--- src/rtl/sram_ctrl_pkg.sv ---
// Shared types and defaults for the SRAM arbiter/sequencer.
// Holds the FSM state enum and the port-index type.
package sram_ctrl_pkg;

   localparam int DEF_DATA_WIDTH = 32;
   localparam int DEF_ADDR_WIDTH = 7;

   typedef enum logic {
      INIT,
      RUN
   } state_t;

   typedef logic port_t;

endpackage

--- src/rtl/sram_arb_ctrl_rr_arb2.sv ---
// Two-way round-robin arbiter with a one-hot grant.
// The pointer names the port that wins a tie.
module rr_arb2
   import sram_ctrl_pkg::*;
(
   input  logic       i_clk,
   input  logic       i_rst,
   input  logic       i_en,
   input  logic [1:0] i_req,
   output logic [1:0] o_gnt,
   output port_t      o_win
);

   port_t      r_ptr;
   logic [1:0] w_req;

   assign w_req = i_en ? i_req : 2'b00;

   always_comb begin
      o_gnt = 2'b00;
      unique case (w_req)
         2'b01:   o_gnt = 2'b01;
         2'b10:   o_gnt = 2'b10;
         2'b11:   o_gnt = r_ptr ? 2'b10 : 2'b01;
         default: o_gnt = 2'b00;
      endcase
   end

   assign o_win = o_gnt[1];

   // After any grant the loser gets priority next time.
   always_ff @(posedge i_clk) begin
      if (i_rst) begin
         r_ptr <= 1'b0;
      end else if (|o_gnt) begin
         r_ptr <= ~o_win;
      end
   end

endmodule

--- src/rtl/sram_arb_ctrl.sv ---
// Clears a 1RW SRAM after reset, then shares its port between
// two requesters and routes read data back to the issuing port.
module sram_arb_ctrl
   import sram_ctrl_pkg::*;
#(
   parameter int DATA_WIDTH = DEF_DATA_WIDTH,
   parameter int ADDR_WIDTH = DEF_ADDR_WIDTH,
   parameter bit INIT_CLEAR = 1'b1
) (
   input  logic                  clk0,
   input  logic                  rst,
   input  logic                  p0_req,
   output logic                  p0_gnt,
   input  logic                  p0_we,
   input  logic [ADDR_WIDTH-1:0] p0_addr,
   input  logic [DATA_WIDTH-1:0] p0_wdata,
   output logic                  p0_rvalid,
   output logic [DATA_WIDTH-1:0] p0_rdata,
   input  logic                  p1_req,
   output logic                  p1_gnt,
   input  logic                  p1_we,
   input  logic [ADDR_WIDTH-1:0] p1_addr,
   input  logic [DATA_WIDTH-1:0] p1_wdata,
   output logic                  p1_rvalid,
   output logic [DATA_WIDTH-1:0] p1_rdata,
   output logic                  sram_csb0,
   output logic                  sram_web0,
   output logic [ADDR_WIDTH-1:0] sram_addr0,
   output logic [DATA_WIDTH-1:0] sram_din0,
   input  logic [DATA_WIDTH-1:0] sram_dout0,
   output logic                  init_done
);

   localparam logic [ADDR_WIDTH-1:0] LAST_ADDR = '1;

   state_t                r_state;
   logic [ADDR_WIDTH-1:0] r_cnt;
   logic [ADDR_WIDTH-1:0] r_addr;
   logic [DATA_WIDTH-1:0] r_din;
   logic                  r_rd_pend;
   port_t                 r_rd_owner;
   logic [1:0]            r_rvalid;
   logic [DATA_WIDTH-1:0] r_rdata0;
   logic [DATA_WIDTH-1:0] r_rdata1;

   logic                  w_clr;
   logic                  w_run;
   logic                  w_act;
   logic [1:0]            w_req;
   logic [1:0]            w_gnt;
   port_t                 w_win;
   logic                  w_sel_we;
   logic [ADDR_WIDTH-1:0] w_sel_addr;
   logic [DATA_WIDTH-1:0] w_sel_wdata;
   logic                  w_pin_web;
   logic [ADDR_WIDTH-1:0] w_pin_addr;
   logic [DATA_WIDTH-1:0] w_pin_din;

   // Without the clear, RUN behaviour starts as soon as rst drops.
   assign w_clr = !rst && INIT_CLEAR && (r_state == INIT);
   assign w_run = !rst && ((r_state == RUN) || !INIT_CLEAR);
   assign w_req = {p1_req, p0_req};

   rr_arb2 u_arb (
      .i_clk (clk0),
      .i_rst (rst),
      .i_en  (w_run),
      .i_req (w_req),
      .o_gnt (w_gnt),
      .o_win (w_win)
   );

   always_comb begin
      w_sel_we    = p0_we;
      w_sel_addr  = p0_addr;
      w_sel_wdata = p0_wdata;
      if (w_win) begin
         w_sel_we    = p1_we;
         w_sel_addr  = p1_addr;
         w_sel_wdata = p1_wdata;
      end
   end

   always_comb begin
      w_act      = w_clr | (|w_gnt);
      w_pin_web  = ~w_sel_we;
      w_pin_addr = w_sel_addr;
      w_pin_din  = w_sel_wdata;
      if (w_clr) begin
         w_pin_web  = 1'b0;
         w_pin_addr = r_cnt;
         w_pin_din  = '0;
      end
   end

   // Idle cycles keep the last address/data on the macro pins.
   assign sram_csb0  = ~w_act;
   assign sram_web0  = w_act ? w_pin_web : 1'b1;
   assign sram_addr0 = rst ? '0 :
                       (w_act ? w_pin_addr : r_addr);
   assign sram_din0  = rst ? '0 :
                       (w_act ? w_pin_din : r_din);

   assign p0_gnt    = w_gnt[0];
   assign p1_gnt    = w_gnt[1];
   assign init_done = w_run;
   assign p0_rvalid = r_rvalid[0];
   assign p1_rvalid = r_rvalid[1];
   assign p0_rdata  = r_rdata0;
   assign p1_rdata  = r_rdata1;

   always_ff @(posedge clk0) begin
      if (rst) begin
         r_state    <= INIT;
         r_cnt      <= '0;
         r_addr     <= '0;
         r_din      <= '0;
         r_rd_pend  <= 1'b0;
         r_rd_owner <= 1'b0;
         r_rvalid   <= 2'b00;
         r_rdata0   <= '0;
         r_rdata1   <= '0;
      end else begin
         unique case (r_state)
            INIT: begin
               if (INIT_CLEAR) begin
                  r_cnt <= r_cnt + 1'b1;
                  if (r_cnt == LAST_ADDR) begin
                     r_state <= RUN;
                  end
               end else begin
                  r_state <= RUN;
               end
            end
            RUN: begin
               r_state <= RUN;
            end
            default: r_state <= INIT;
         endcase

         if (w_act) begin
            r_addr <= w_pin_addr;
            r_din  <= w_pin_din;
         end

         // Macro data arrives one cycle after the grant.
         r_rd_pend  <= (|w_gnt) && !w_sel_we;
         r_rd_owner <= w_win;
         r_rvalid   <= 2'b00;
         if (r_rd_pend) begin
            if (r_rd_owner) begin
               r_rvalid[1] <= 1'b1;
               r_rdata1    <= sram_dout0;
            end else begin
               r_rvalid[0] <= 1'b1;
               r_rdata0    <= sram_dout0;
            end
         end
      end
   end

endmodule

--- config.mk ---
export PLATFORM = sky130hd
export DESIGN_NAME = sram_arb_ctrl
export DESIGN_NICKNAME = d
export VERILOG_FILES = /design/src/rtl/sram_ctrl_pkg.sv /design/src/rtl/sram_arb_ctrl_rr_arb2.sv /design/src/rtl/sram_arb_ctrl.sv
export SDC_FILE = /design/constraint.sdc
export NUM_CORES = 1
export LEC_CHECK = 0
export ABC_AREA = 1
export CAP_MARGIN = 5
export CELL_PAD_IN_SITES_DETAIL_PLACEMENT = 2
export CELL_PAD_IN_SITES_GLOBAL_PLACEMENT = 2
export CORE_AREA = 3 3 133 167
export CTS_BUF_LIST = sky130_fd_sc_hd__clkbuf_4 sky130_fd_sc_hd__clkbuf_8
export DETAILED_ROUTE_END_ITERATION = 7
export DIE_AREA = 0 0 136 170
export PLACE_DENSITY_LB_ADDON = 0.1
export RECOVER_POWER = 50
export SLEW_MARGIN = 20
export SYNTH_ARGS = -nofsm -noshare
export SYNTH_HDL_FRONTEND = slang
export SYNTH_HIERARCHICAL = 1
export SYNTH_SLANG_ARGS = --single-unit
--- constraint.sdc ---
create_clock -name clk0 -period 3.5 [get_ports clk0]
set_input_delay 0.35 -clock clk0 [delete_from_list [all_inputs] [get_ports clk0]]
set_output_delay 0.35 -clock clk0 [all_outputs]
set_load 0.005 [all_outputs]
==> impl_metrics.toml <==
[placed_design]
post-place-ws_ns = 0.369
port_buffers = 225
gp_congestion = 0.821
dp_hpwl_um = 14200

[cts]
cts_tree = "done"
path_clk_slew_ns = 0.07
postCtsSetupRepairBufs = 0
cts_sinks = 116
cts_buffer_depth = 2
numCtsBuffers = 17
root_buffer = "clkbuf_8"
insertion_delay_ns = 0.43
hold_buffers = 0
htree_levels = 4

[critical_path]
start_kind = "flip-flop"
arrival_ns = 2.82
setup.worst_path.class = "flip-flop to output port"
crit_fanout = 34
end_kind = "output port"
required_ns = 3.15

[sta]
setup_viol = 0
slew-limit-headroom_pct = -9.77
fin_worst_skew_ns = 0.00798
rsz0062_at_grt = "yes"
worst_slack_ns = 0.335
hold_viol = 0
clock.fmax_ghz = 0.316
worstMarginPinSlew_ns = 1.65
post-route-min-period_ns = 3.17
finalMaxSlewViolations = 35
layout_worst_path_cycle_share_pct = 90.4

[floorplan]
io_pins = 226
dieWidth_um = 136
rows = 59
start_util_pct = 23.7
core_area_um2 = 20800
dieArea_um2 = 23100
die_h_um = 170

[status]
violations = "max-capacitance violations, max-slew violations"
status = "finished, violations left"

[synth]
ys_ff_latch = 116
syn_avg_cell_area_um2 = 7.28
netlist.area_leader.share_pct = 47.0
synth_cell_types = 23
synth.area.top_cells = "dfxtp_1 47%, nand2_1 13%, nor2_1 12%, o21ai_0 7.3%, a21oi_2 5.5%"
syn-cell-area_um2 = 4940
yosysSeqAreaShare_pct = 47.0
syn_inst = 678
yosysWarningCount = 6
syn-num-nets = 795
yosys.area.top_type = "dfxtp_1"

[power]
p_int_mw = 2.10
power.share.clock_pct = 43.6
ir_drop_mv = 0.176
power.leakage_nw = 3.01
pwr-share-comb_pct = 8.6
p_seq_share_pct = 47.8
pwr_density_cell_nw_per_um2 = 357
finalPower_mw = 2.78
switching_share_pct = 24.4
power.switching_uw = 677

[grt]
grt_pass1_wl_um = 30800
grt_pass1_vias = 5866
grt_overflow = 0
grt_max_degree = 73
antenna_found_initial = 0
track_usage_pct = 16.9

[drt]
vias = 5180
drc_errors = 0
vias_per_cell = 4.40
routedWlPerCell_um = 16.3
first_iter_violations = 120
wl_um = 19200
ant_nets = 0
drt-pass1-iter-count = 4

[run]
cap_violations = 1

[min_path]
worstHoldPathType = "primary input to flip-flop"

[finish]
layout_commonest_cell = "clkdlybuf4s50_1"
syn_to_final_growth_pct = 57.3
drive_above_1_share_pct = 13.1
n_antenna_cell = 0
final_cell_mix = "224 x clkdlybuf4s50_1, 175 x nand2_1, 154 x nor2_1, 115 x dfxtp_1, 72 x o21ai_0"
nNetsFinal = 1008
==> registers in the layout, summed over array words and instances (netlist names) <==
signal / cells
p0_rdata: 32
p1_rdata: 32
r_addr: 7
r_cnt: 7
r_din: 32
r_rd_owner: 1
r_rd_pend: 1
r_rvalid: 2
r_state: 1
u_arb/r_ptr: 1
==> metrics by stage <==
| step | instances | setup TNS [ns] | instance area [µm²] | utilization [%] | hold WS (ns) |
|---|---|---|---|---|---|
| 4_1_cts | 1178 | 0 | 7760 | 37.3 | 0.316 |
| 6_report | 1178 | 0 | 7770 | 37.3 | 0.320 |
| 5_1_grt | 1178 | -0.00592 | 7770 | 37.3 | 0.345 |
| 3_5_place_dp | 1146 | 0 | 7380 | 35.4 | 0.459 |
| 3_3_place_gp | 1146 | 0 | 7380 | 35.4 | 0.451 |
| 2_1_floorplan | 678 | 0 | 4940 | - | 0.412 |
==> critical path: stages (launching register included) <==
cell             delay (ns)
dfxtp_2                0.35
nand2_1                0.13
inv_1                  0.09
nand2_1                0.07
clkinv_1               0.07
nand2_2                0.07
inv_1                  0.09
inv_1                  0.08
nand2_2                0.11
nor2_8                 0.42
nand2_1                0.16
a21oi_2                0.20
clkdlybuf4s50_1        0.53
==> final cells by class <==
class / count / area [µm²]
Fill cell: 2417 / 13000
Clock buffer: 18 / 241
Sequential cell: 116 / 2320
Tap cell: 274 / 343
Clock inverter: 14 / 138
Multi-Input combinational cell: 495 / 2290
Timing Repair Buffer: 234 / 2330
Inverter: 27 / 101
==> cells by family after synthesis <==
group / synth area share [%]
simple gates: 32.0
compound gates: 13.8
buf+inv: 6.94
flops: 47.0
fa+ha+maj: 0.253
==> what timing repair did <==
action                                  4_1_cts  5_1_grt
endpoints found under the setup margin        0       35
gates resized for setup                       0        5
hold endpoints to repair                      0        0
==> synth_stat cells <==
| library cell | n |
|---|---|
| nand4_1 | 1 |
| buf_4 | 3 |
| nor2_4 | 2 |
| buf_8 | 3 |
| nand2_1 | 177 |
| nand2_2 | 32 |
| ha_1 | 1 |
| clkbuf_1 | 12 |
| and2_1 | 1 |
| dfxtp_1 | 116 |
| nor3_1 | 2 |
| nor2_8 | 2 |
| and2_0 | 1 |
| buf_2 | 19 |
| nand3_1 | 8 |
| buf_6 | 3 |
| inv_2 | 4 |
| a21oi_1 | 10 |
| a21oi_2 | 31 |
| nor2_1 | 155 |
| inv_1 | 22 |
| o21ai_0 | 72 |
| clkinv_1 | 1 |
==> path summary, 6_finish.rpt <==
| kind | depth (start not counted) | slack (ns) | start | endpoint |
|---|---|---|---|---|
| worst min register to register | 2 | 0.47 | r_din[20] | r_din[20] |
| worst max register to register | 5 | 0.72 | r_rd_pend | p1_rdata[11] |
| worst min-delay path | 4 | 0.32 | rst | r_state |
| worst max-delay path | 12 | 0.33 | r_state | sram_din0[24] |
==> power by group through the flow <==
stage               sequential (mW)  clock [mW]  combinational (mW)
floorplan                      1.36           0              0.0775
global placement               1.36           0               0.236
detailed placement             1.36           0               0.243
CTS                            1.33        1.27               0.244
global route                   1.33        1.32               0.264
finish                         1.33        1.21               0.239
==> routing by layer <==
metal	global-route usage, %	part of all wire (%)
met1	18.1	39
met2	30.6	52
met3	6.89	8.7
met4	4.16	0.84
met5	0	0
Note: power is estimated with default switching activity, not from simulation.
